<file path="config.mk">
export PLATFORM = sky130hd
export DESIGN_NAME = seg7_scan_driver
export DESIGN_NICKNAME = d
export VERILOG_FILES = /design/src/rtl/seg7_scan_driver.sv
export SDC_FILE = /design/constraint.sdc
export NUM_CORES = 1
export LEC_CHECK = 0
export BUFFER_PORTS_ARGS = -buffer_cell sky130_fd_sc_hd__clkbuf_2
export CORE_ASPECT_RATIO = 0.9
export CORE_MARGIN = 8
export CORE_UTILIZATION = 55
export CTS_CLUSTER_SIZE = 28
export DETAILED_ROUTE_END_ITERATION = 8
export GPL_TIMING_DRIVEN = 1
export PLACE_DENSITY = 0.78
export SLEW_MARGIN = 20
export SYNTH_ARGS = -nofsm -noshare
export SYNTH_HDL_FRONTEND = slang
export SYNTH_SLANG_ARGS = --single-unit
</file>
<file path="constraint.sdc">
create_clock -name clk -period 3 [get_ports clk]
set_input_delay 0.15 -clock clk [delete_from_list [all_inputs] [get_ports clk]]
set_output_delay 0.15 -clock clk [all_outputs]
set_load 0.05 [all_outputs]
</file>
<file path="src/rtl/seg7_scan_driver.sv">
// Eight-digit multiplexed seven-segment driver showing a 32-bit value as hex.
// The value is latched once per frame so a frame never shows two results.
module seg7_scan_driver #(
  parameter int REFRESH_DIV = 100000,
  parameter bit BLANK_LZ    = 1'b0
) (
  input  logic        clk,
  input  logic        reset,
  input  logic [31:0] data,
  output logic [6:0]  seg,
  output logic [7:0]  ans,
  output logic        frame_done
);

  localparam int PW = $clog2(REFRESH_DIV);

  logic [PW-1:0] r_presc;
  logic [2:0]    r_idx;
  logic [31:0]   r_shadow;
  logic [6:0]    r_seg;
  logic [7:0]    r_ans;
  logic          r_frame_done;

  logic          w_tick;
  logic          w_wrap;
  logic [4:0]    w_sh;
  logic [3:0]    w_nib;
  logic [31:0]   w_upper;
  logic          w_blank;
  logic [6:0]    w_hex;

  assign w_tick  = (r_presc == PW'(REFRESH_DIV - 1));
  assign w_wrap  = w_tick && (r_idx == 3'd7);
  assign w_sh    = {r_idx, 2'b00};
  assign w_nib   = r_shadow[w_sh +: 4];
  assign w_upper = r_shadow >> w_sh;
  assign w_blank = BLANK_LZ && (r_idx != 3'd0)
                && (w_upper == 32'h0);

  always_comb begin
    w_hex = 7'h7F;
    unique case (w_nib)
      4'h0: w_hex = 7'h40;
      4'h1: w_hex = 7'h79;
      4'h2: w_hex = 7'h24;
      4'h3: w_hex = 7'h30;
      4'h4: w_hex = 7'h19;
      4'h5: w_hex = 7'h12;
      4'h6: w_hex = 7'h02;
      4'h7: w_hex = 7'h78;
      4'h8: w_hex = 7'h00;
      4'h9: w_hex = 7'h10;
      4'hA: w_hex = 7'h08;
      4'hB: w_hex = 7'h03;
      4'hC: w_hex = 7'h46;
      4'hD: w_hex = 7'h21;
      4'hE: w_hex = 7'h06;
      4'hF: w_hex = 7'h0E;
    endcase
  end

  always_ff @(posedge clk) begin
    if (reset) begin
      r_presc      <= '0;
      r_idx        <= 3'd0;
      r_shadow     <= 32'h0;
      r_seg        <= 7'h7F;
      r_ans        <= 8'hFF;
      r_frame_done <= 1'b0;
    end else begin
      r_presc      <= w_tick ? '0 : r_presc + PW'(1);
      r_frame_done <= w_wrap;
      if (w_tick)
        r_idx <= r_idx + 3'd1;
      if (w_wrap)
        r_shadow <= data;
      // outputs reflect the current idx, so they trail it by one clock
      if (w_blank) begin
        r_seg <= 7'h7F;
        r_ans <= 8'hFF;
      end else begin
        r_seg <= w_hex;
        r_ans <= ~(8'b1 << r_idx);
      end
    end
  end

  assign seg        = r_seg;
  assign ans        = r_ans;
  assign frame_done = r_frame_done;

endmodule
</file>
## Word level (Yosys, flattened, before mapping)

Memories as Yosys holds them, arrays and structs flattened. A register that Yosys moved wholly into a read port is not among the register bits.
Cells that the tools add are included.

| operators by class | value |
|---|---|
| divide/modulo/power cells | 0 |
| $mul | 0 |
| muxes and demuxes | 0 |
| add/sub/neg operators | 2 |
| reductions and logical operators | 2 |
| bitwise logic cells | 1 |
| shift operators | 2 |
| $lt $le $gt $ge | 0 |
| equal/unequal tests | 2 |

Operator list:

| kind | count |
|---|---|
| 32-bit by 6-bit indexed part select with 4-bit output | 1 |
| 17-bit by 1-bit adder with 17-bit output (second input constant) | 1 |
| 17-bit == test (second input constant) | 1 |
| 8-bit inverter | 1 |
| 1-bit by 3-bit << shifter with 8-bit output (first input constant) | 1 |
| 3-bit by 1-bit adder with 3-bit output (second input constant) | 1 |
| 3-bit == test (second input constant) | 1 |
| 2-bit OR reduction | 1 |
| 1-bit logical AND | 1 |

| storage, ports and cells | value |
|---|---|
| output and inout port bits | 16 |
| memory bits (read-only) | 112 |
| word-level logic and storage cells | 15 |
| input bits | 34 |
| bits in writable memories | 0 |
| memories kept | 1 |
| bits in latches | 0 |
| register bits after elaboration | 61 |

Memory list:

| memory | words | width | read ports | clocked after memory_dff | wr ports | line | RTL |
|---|---|---|---|---|---|---|---|
| (name not given) | 16 | 7 | 1 | 1 | 0 | 42 | `unique case (w_nib)` |

## Depth between registers and ports, before layout

Gate-level depths: netlist of the first run.

| depth | value |
|---|---|
| word-level depth | 2 |
| depth in mapped cells | 10 |
| mapped depth without buffers | 9 |

## Worst setup path before layout of the first run

OpenSTA, ideal clock, no wires.

| timing | value |
|---|---|
| kind | reg2reg |
| from | reg r_idx[0] |
| to | reg r_seg[3], in the netlist seg[3] |
| stages on the path, launching flop included | 10 |
| path slack | 0.490 ns |
| period minus slack after synthesis | 2.510 ns |
| arrival | 2.377 ns |
| cells stage by stage | dfxtp_1 buf_2 mux4_2 mux2i_1 inv_1 ha_1 inv_1 nor3_1 a2111oi_0 a21oi_1 |

| between the ends | value |
|---|---|
| cells in the longest elaborated chain, start to end | 1 |

RTL lines:

| what | line | RTL |
|---|---|---|
| start: declaration | 18 | `logic [2:0] r_idx;` |
| start signal: assignment | 74 | `r_idx <= r_idx + 3'd1;` |
| 32-bit by 6-bit indexed part select with 4-bit output | 35 | `assign w_nib = r_shadow[w_sh +: 4];` |
| end: declaration | 20 | `logic [6:0] r_seg;` |

Every way passes these cells.
A chain may end at the register's enable or synchronous reset.

## Worst setup path in the final report of the first run

Ends and elaborated chain as after synthesis.

==> results_dict.tcl, run 1 <==
set metrics [dict create \
    status "complete, no violations" \
    switching_share_pct 22.1 \
    start_kind "flip-flop" \
    holdBufCountCts 0 \
    clk_latency_ns 0.34 \
    yosys_warnings 0 \
    die_h_um 88.5 \
    start_util_pct 56.8 \
    grt_pass1_vias 2304 \
    drcViolationCount 0 \
    regToRegEndpoint "seg[3]" \
    ys_types 46 \
    period_share_pct 86.4 \
    crit_type "flip-flop to flip-flop" \
    syn_area_sq_um 3210 \
    path_max_fanout 10 \
    grt_pass1_wl_mm 10.7 \
    antenna_found_initial 0 \
    critical_path.max_stage_delay_ns 0.64 \
    fmax_ghz 0.386 \
    cp_data_required_time_ns 3.21 \
    crit_arrival_ns 2.81 \
    combinationalPowerShare_pct 4.5 \
    r2r.worst_path.cells 9 \
    ctsLongestPathBuffers 2 \
    groute.usage.overall_pct 16.0 \
    antenna_left 0 \
    synth_top_flop_cell "dfxtp_1" \
    synthArstFlopShare_pct 0 \
    numPortBuffers 49 \
    cp.depth 9 \
    cts_sinks 68 \
    io-pin-count 50 \
    fp.dieArea_sq_um 8550 \
    cpMostUsedCell "inv_1" \
    crit_chain "mux4_2 > nand2_1 > and2_1 > inv_1 > ha_1 > inv_1 > nor3_1 > a2111oi_0 > a21oi_1" \
    slew_violations 0 \
    grt_setup_unrepaired "false" \
    setup_violations 0 \
    routed_wirelength_mm 6.31 \
    nets 432 \
    switchingPower_uw 387 \
    relSlewSlack_pct 57.7 \
    worstMarginPinSlew_ns 0.635 \
    hold_viol_final 0 \
    drive_gt1_share_pct 36.4 \
    cts-buffers-inserted 9 \
    syn_area_per_cell_sq_um 9.54 \
    core-area_sq_um 5660 \
    tns_ns 0 \
    netlist_instances 337 \
    internal_power_mw 1.37 \
    critical_path.slowest_cell "dfxtp_1" \
    path_buf_inv 2 \
    hold_path_class "input pin to flip-flop" \
    ff2ff_setup_slack_ns 0.41 \
    cap_violations 0 \
    powerDensity_nw_per_um2 479 \
    yosys_register_bits 68 \
    synth_edf_count 0 \
    cts_resized 0 \
    r2r_start "r_idx[0]" \
    clkPwrFrac_pct 43.3 \
    synthesis.nets 384 \
    critPathLaunch "r_idx[0]" \
    die_w_um 96.6 \
    finClkSkew_ns 0.00976 \
    total_leakage_power_nw 1.40 \
    grt-ovfl-total 0 \
    vdd_drop_max_v 0.000348 \
    drtIter0Drc 73 \
    cts_root_buf "clkbuf_8" \
    final_cells 460 \
    post_cts.repair.setup_buffers 0 \
    period_minus_slack_ns 2.59 \
    htreeDepth 3 \
    place.gp.congestion 0.853 \
    clk_pin_slew_ns 0.07 \
    antenna_cells 0 \
    pre_cts_slack_ns 0.386 \
    place_hpwl_mm 4.60 \
    core.rowCount 26 \
    dp.cells 444 \
    endpoint "seg[3]" \
    viasPerCell 5.21 \
    area_delta_synth_final_pct 13.7 \
    regArea_sq_um 1360 \
    fin_ws_ns 0.407 \
    multi_input_area_sq_um 1680 \
    synth_seq_area_share_pct 42.4 \
    dr.pass1.iters 4 \
    fill_cells 459 \
    cp_top_family "flip-flops" \
    cts_tree "done" \
    num_vias 2396 \
    grt_start_max_net_pins 33 \
    pwr-share-seq_pct 52.2 \
    worstSetupEndpointType "flip-flop" \
    route.detailed.wl_per_inst_um 13.7 \
]
==> cells by family (layout without fill, tap and decap cells) <==
group	count (synthesis)	after routing	share of synthesized area [%]
buf+inv	27	80	5.37
compound gates	52	52	13.0
xor+xnor	16	16	4.36
simple gates	146	146	22.8
flops	68	68	42.4
mux	15	15	7.08
fa+ha+maj	13	13	5.06
==> final cells by class <==
cell class | count | area share [%]
clock buffer | 12 | 4.24
multi-input combinational | 242 | 46.0
timing repair buffer | 55 | 7.94
tap | 70 | 2.40
sequential | 68 | 37.2
inverter | 9 | 0.924
clock inverter | 4 | 1.30
==> layout by cell type (no fill, tap or decap), types with 3 or more instances in the layout <==
cell      count
dfxtp_1      68
a221o_1       3
clkbuf_8     11
buf_4         6
mux2i_1       7
nor3_1        5
xnor2_1       8
nand3_1       7
nand2_1      52
ha_1         13
nand2b_1      3
nor4_1        3
nand2_2      30
xor2_1        8
and3_1        3
a21oi_1       7
a21oi_2      30
mux4_2        6
inv_1         8
nor2_1       29
clkbuf_2     49
==> how the worst min path moves through the flow <==
stage,end,cells after the start,slack (ns),startpoint
floorplan,ans[7],1,0.28,reset
CTS,r_shadow[23],3,0.02,data[23]
detailed placement,r_shadow[23],3,0.38,data[23]
global route,r_shadow[23],3,0.01,data[23]
global placement,r_shadow[19],3,0.38,data[19]
finish,r_shadow[23],3,0.03,data[23]
==> routing by layer <==
layer / part of all wire (%) / wire length [um] / GRT usage, % / up-vias
met4: 1.3 / 82 / 6.18 / 0
met5: 0 / 0 / 0 / -
met3: 6.6 / 414 / 5.94 / 9
met2: 41 / 2610 / 22.8 / 64
met1: 51 / 3200 / 21.3 / 1090
li1: - / - / - / 1233
==> power groups by stage <==
stage | Combinational (mW) | Sequential, mW | Clock [mW]
final | 0.0792 | 0.915 | 0.758
after global routing | 0.0848 | 0.915 | 0.819
after CTS | 0.0797 | 0.915 | 0.770
after detailed placement | 0.0794 | 0.936 | 0
after global placement | 0.0782 | 0.935 | 0
after floorplan | 0.0270 | 0.953 | 0
==> synthesized netlist by cell type, types with 2 or more instances <==
| library cell | instances | area [sq um] |
|---|---|---|
| nand2_1 | 52 | 195 |
| a21oi_1 | 7 | 35.0 |
| buf_1 | 2 | 7.51 |
| buf_12 | 4 | 80.1 |
| buf_2 | 5 | 25.0 |
| inv_1 | 8 | 30.0 |
| nor3_1 | 5 | 25.0 |
| o21ai_0 | 2 | 10.0 |
| xor2_1 | 8 | 70.1 |
| nor4_1 | 3 | 18.8 |
| clkbuf_1 | 7 | 26.3 |
| xnor2_1 | 8 | 70.1 |
| nor2_1 | 29 | 109 |
| a21oi_2 | 30 | 263 |
| mux4_2 | 6 | 135 |
| dfxtp_1 | 68 | 1360 |
| nand3_1 | 7 | 35.0 |
| nor4b_1 | 2 | 17.5 |
| a221o_1 | 3 | 30.0 |
| and3_1 | 3 | 18.8 |
| nand4_1 | 2 | 12.5 |
| nand2_2 | 30 | 188 |
| nand2b_1 | 3 | 18.8 |
| mux2_2 | 2 | 22.5 |
| ha_1 | 13 | 163 |
| mux2i_1 | 7 | 70.1 |
| a211oi_1 | 2 | 15.0 |
==> state kept, by name, summed over array words and instances (netlist names) <==
register    flops
r_shadow       32
r_presc        17
ans             8
seg             7
r_idx           3
frame_done      1
==> through the flow <==
| step | hold WS, ns | total power, mW | instance area (sq um) | utilization, % |
|---|---|---|---|---|
| floorplan | 0.275 | 0.980 | 3210 | - |
| global placement | 0.381 | 1.01 | 3450 | 61.0 |
| detailed placement | 0.384 | 1.02 | 3450 | 61.0 |
| CTS | 0.0191 | 1.76 | 3660 | 64.6 |
| global route | 0.0116 | 1.82 | 3660 | 64.6 |
| finish | 0.0273 | 1.75 | 3660 | 64.6 |
==> worst register-to-register path: cells and delay by family, from the launching register on <==
family          cells  cell delay (ns)
flops               1             0.64
mux                 1             0.56
compound gates      2             0.47
simple gates        3             0.39
fa+ha+maj           1             0.21
buf+inv             2             0.20
Power figures use the tool's default switching activity.
==> run 2: changes to the inputs <==
Settings changed: CORE_UTILIZATION 55 to 54, GPL_TIMING_DRIVEN 1 to 0, PLACE_DENSITY 0.78 to 0.76.
==> run 2 against run 1 <==
  * Clock skew decreased by 0.0024 ns
  * Final cell count increased by 2.4%
  * Core utilization increased by 0.42 points
  * Setup slack got worse by 0.20 ns
  * Register-to-register slack got worse by 0.20 ns
  * Power decreased by 5.9%
  * Largest power group unchanged
  * Via count increased by 1.8%
  * Clock-buffer cell count increased by 1
  * Critical path type unchanged
  * Sequential share of layout area decreased by 0.66 points
  * Flip-flop and latch count unchanged
  * Hold slack improved by 0.0057 ns
  * Sequential power about the same
==> results_dict.tcl, run 2 (synthesis results as in run 1) <==
set metrics [dict create \
    dr.pass1.iters 4 \
    grt_pass1_wl_mm 11.0 \
    dpl_cell_area_sq_um 3550 \
    cts_tree "done" \
    crit_arrival_ns 3.00 \
    powerDensity_nw_per_um2 443 \
    worstMarginPinSlew_ns 0.704 \
    switchingPower_uw 370 \
    drive_gt1_share_pct 35.9 \
    finClkSkew_ns 0.00733 \
    antenna_cells 0 \
    clk_pin_slew_ns 0.07 \
    setup_violations 0 \
    crit_type "flip-flop to flip-flop" \
    hold_viol_final 0 \
    cts_root_buf "clkbuf_8" \
    final_cell_area_sq_um 3720 \
    viasPerCell 5.18 \
    htreeDepth 3 \
    period_minus_slack_ns 2.80 \
    antenna_found_initial 0 \
    slew_violations 0 \
    cap_violations 0 \
    holdBufCountCts 0 \
    status "complete, no violations" \
    groute.usage.overall_pct 15.7 \
    period_share_pct 93.3 \
    grt_pass1_vias 2395 \
    place.gp.congestion 0.811 \
    core-area_sq_um 5730 \
    core.rowCount 26 \
    whs_ns 0.0331 \
    clk_latency_ns 0.34 \
    post_cts.repair.setup_buffers 0 \
    route.detailed.wl_per_inst_um 13.5 \
    area_delta_synth_final_pct 15.8 \
    switching_share_pct 22.4 \
    die_h_um 89.2 \
    internal_power_mw 1.28 \
    combinationalPowerShare_pct 5.0 \
    tns_ns 0 \
    cts_sinks 68 \
    regArea_sq_um 1360 \
    pwr-share-seq_pct 55.5 \
    total_leakage_power_nw 1.41 \
    antenna_left 0 \
    worstSetupEndpointType "flip-flop" \
    vdd_drop_max_v 0.000382 \
    io-pin-count 50 \
    fmax_ghz 0.357 \
    drcViolationCount 0 \
    numPortBuffers 49 \
    routed_wirelength_mm 6.36 \
    num_vias 2440 \
    multi_input_area_sq_um 1680 \
    nets 444 \
    place_hpwl_mm 4.86 \
    grt_setup_unrepaired "false" \
    relSlewSlack_pct 53.1 \
    drtIter0Drc 94 \
    layout_commonest_cell "dfxtp_1" \
    largest_register_ffs 32 \
    ctsLongestPathBuffers 2 \
    cp_data_required_time_ns 3.20 \
    fill_cells 488 \
    cts-buffers-inserted 9 \
    grt-ovfl-total 0 \
    die_w_um 97.3 \
    start_util_pct 56.1 \
    regMostFlops "r_shadow" \
    path_max_fanout 10 \
    clkPwrFrac_pct 39.5 \
    hold_path_class "input pin to flip-flop" \
    start_kind "flip-flop" \
    grt_start_max_net_pins 11 \
    layout_common_cells "dfxtp_1 (68), nand2_1 (52), clkbuf_2 (49)" \
    fp.dieArea_sq_um 8680 \
]
[run 2: worst max-delay path, stage by stage (launching register included)]
cell	delay [ns]
dfxtp_1	0.44
clkbuf_4	0.31
mux4_2	0.57
mux2i_2	0.32
inv_1	0.16
ha_1	0.24
inv_1	0.09
nor3_1	0.07
a2111oi_0	0.38
a21oi_1	0.09
[run 2: through the flow]
step	cells	util, %	total power [mW]	setup WS (ns)
floorplan	337	-	0.980	0.490
global placement	456	62.0	1.02	0.0544
detailed placement	456	62.0	1.02	0.00632
CTS	471	65.0	1.67	0.101
global route	471	65.0	1.71	0.0173
finish	471	65.0	1.65	0.202
[run 2: cell type report]
| cell class | count | share of cell area [%] |
|---|---|---|
| clock inverters | 2 | 0.269 |
| well taps | 70 | 2.35 |
| inverters | 9 | 0.908 |
| multi-input cells | 242 | 45.2 |
| plain buffers | 18 | 3.80 |
| flip-flops and latches | 68 | 36.6 |
| repair buffers | 49 | 6.59 |
| clock buffers | 13 | 4.27 |
[run 2: path summary, 6_finish.rpt]
path	startpoint	end	slack [ns]	cells past startpoint
min reg2reg	r_presc[0]	r_presc[0]	0.45	1
min	data[20]	r_shadow[20]	0.03	3
max	r_idx[0]	seg[3]	0.20	9
max reg2reg	r_idx[0]	seg[3]	0.20	9
[run 2: power groups by stage]
stage	Clock, mW	Sequential, mW	Combinational (mW)
3_3_place_gp	0	0.935	0.0817
3_5_place_dp	0	0.936	0.0827
2_1_floorplan	0	0.953	0.0270
5_1_grt	0.705	0.916	0.0898
4_1_cts	0.673	0.915	0.0830
6_report	0.651	0.915	0.0820
[run 2: routing by layer]
layer	share of wire (%)	wire [um]	track usage, %
met4	0.96	61	6.87
met1	49	3130	18.4
met5	0	0	0
met3	5.7	360	5.95
met2	44	2810	25.3
[run 2: timing repair]
item,CTS,global route
pin swaps,0,0
setup endpoints to repair,1,1
resized for setup,1,1
==> run 3: changes to the inputs <==
Settings changed: PLACE_DENSITY 0.76 to not set, PLACE_DENSITY_LB_ADDON set to 0.08.
==> run 3 against run 2 <==
  * Critical path type unchanged
  * Hold slack improved by 0.0036 ns
  * Critical path depth increased by 1
  * Non-clock buffer count unchanged
  * Flip-flop and latch count did not move
  * Via count unchanged
  * Core utilization increased by 0.42 points
  * Largest power group unchanged
  * Clock power grew 9.1%
  * Fmax fell by 2.5%
  * Power grew 3.6%
  * First-iteration DRC count up 60%
  * Clock skew is 0.0019 ns lower
  * Global-route usage rose by 0.48 points
==> results_dict.tcl, run 3 (synthesis results as in run 1) <==
set metrics [dict create \
    route.detailed.wl_per_inst_um 14.2 \
    total_power_mw 1.71 \
    hold_depth 3 \
    grt_pass1_vias 2379 \
    slew_violations 0 \
    drtIter0Drc 150 \
    cp_data_required_time_ns 3.19 \
    groute.usage.overall_pct 16.1 \
    core.rowCount 26 \
    ctsLongestPathBuffers 2 \
    finClkSkew_ns 0.00541 \
    area_delta_synth_final_pct 16.5 \
    start_util_pct 56.1 \
    antenna_cells 0 \
    cap_violations 0 \
    grt_setup_unrepaired "false" \
    clkPwrFrac_pct 41.6 \
    combinationalPowerShare_pct 4.8 \
    regMostFlops "r_shadow" \
    pwr-share-seq_pct 53.6 \
    internal_power_mw 1.34 \
    grt-ovfl-total 0 \
    antenna_left 0 \
    holdPathEnd "r_shadow[14]" \
    largest_register_ffs 32 \
    die_h_um 89.2 \
    period_minus_slack_ns 2.87 \
    r2r_start "r_idx[0]" \
    r2r.worst_path.cells 10 \
    hold_viol_final 0 \
    relSlewSlack_pct 52.2 \
    status "complete, no violations" \
    fmax_ghz 0.348 \
    grt_pass1_wl_mm 11.4 \
    numPortBuffers 49 \
    dp.cells 456 \
    powerDensity_nw_per_um2 456 \
    routed_wirelength_mm 6.67 \
    drcViolationCount 0 \
    nets 444 \
    worstMarginPinSlew_ns 0.718 \
    dr.pass1.iters 6 \
    min-delay-start "data[14]" \
    use_met1_pct 19.8 \
    fp.dieArea_sq_um 8680 \
    viasPerCell 5.18 \
    tns_ns 0 \
    holdBufCountCts 0 \
    drive_gt1_share_pct 35.7 \
    layout_commonest_cell "dfxtp_1" \
    start_kind "flip-flop" \
    hold_path_class "input pin to flip-flop" \
    place_hpwl_mm 4.91 \
    switchingPower_uw 365 \
    clk_pin_slew_ns 0.07 \
    fill_cells 494 \
    total_leakage_power_nw 1.42 \
    final_util_pct 65.4 \
    ff2ff_setup_slack_ns 0.13 \
    cts_root_buf "clkbuf_8" \
    busiest_layer "met2" \
    grt_util_met2_pct 26.4 \
    regToRegEndpoint "seg[3]" \
    die_w_um 97.3 \
    setup_violations 0 \
    crit_arrival_ns 3.06 \
    cts_tree "done" \
    vdd_drop_max_v 0.000365 \
    post_cts.repair.setup_buffers 0 \
    switching_share_pct 21.4 \
    num_vias 2440 \
    fin_ws_ns 0.130 \
    antenna_found_initial 0 \
    io-pin-count 50 \
    layout_common_cells "dfxtp_1 (68), nand2_1 (52), clkbuf_2 (49)" \
    core-area_sq_um 5730 \
    pre_cts_slack_ns -0.0547 \
    grt_start_max_net_pins 11 \
    cts_sinks 68 \
    cts-buffers-inserted 9 \
    path_max_fanout 10 \
    place.gp.congestion 0.893 \
    period_share_pct 95.7 \
    worstSetupEndpointType "flip-flop" \
    final_cells 471 \
    clk_latency_ns 0.33 \
    grt_use_met3_pct 5.41 \
    htreeDepth 3 \
    crit_type "flip-flop to flip-flop" \
]
-- run 3: cell types whose count changed in the layout (fill, tap and decap cells not counted) --
cell,change
clkbuf_1,+1
mux2i_4,+1
clkinv_2,-1
bufinv_16,+1
mux2i_2,-1
clkbuf_8,-1
-- run 3: how the worst max path moves through the flow --
stage	from	cells after the start	to
after floorplan	r_idx[0]	9	seg[3]
after global placement	r_idx[0]	9	seg[3]
after detailed placement	r_idx[0]	9	seg[3]
after CTS	r_idx[0]	9	seg[3]
after global routing	r_idx[0]	10	seg[3]
final	r_idx[0]	10	seg[3]
-- run 3: metal layers --
layer	part of all wire [%]	wire length [um]
met1	48	3180
met5	0	0
met4	1.2	78
met2	46	3070
met3	5.2	349
-- run 3: worst max-delay path, stage by stage (launching register included) --
cell and delay (ns):
dfxtp_1 0.45, clkbuf_4 0.33, mux4_2 0.56, nand2_1 0.08, and2_1 0.28, inv_1 0.12, ha_1 0.21, inv_1 0.08
nor3_1 0.06, a2111oi_0 0.49, a21oi_1 0.07
-- run 3: metrics by stage --
step,hold WS [ns],instance area (sq um)
3_3_place_gp,0.381,3550
4_1_cts,0.0209,3730
5_1_grt,0.0267,3750
2_1_floorplan,0.275,3210
3_5_place_dp,0.384,3550
6_report,0.0366,3750
-- run 3: area by class of cell --
cell class	count	area, sq um	area share [%]
Sequential cell	68	1360	36.3
Buffer	18	141	3.77
Clock inverter	2	35.0	0.935
Tap cell	70	87.6	2.34
Multi-Input combinational cell	242	1690	45.2
Inverter	9	33.8	0.902
Clock buffer	13	149	3.97
Timing Repair Buffer	49	245	6.55
-- run 3: power groups by stage --
| stage | clock network (mW) | registers (mW) | logic (mW) |
|---|---|---|---|
| after floorplan | 0 | 0.953 | 0.0270 |
| after global placement | 0 | 0.935 | 0.0831 |
| after detailed placement | 0 | 0.936 | 0.0832 |
| after CTS | 0.734 | 0.915 | 0.0839 |
| after global routing | 0.778 | 0.915 | 0.0889 |
| final | 0.710 | 0.915 | 0.0825 |
-- run 3: timing repair --
item                       in CTS  in global routing
gates resized for setup         1                  2
setup endpoints to repair       1                  2
pin swaps                       0                  0
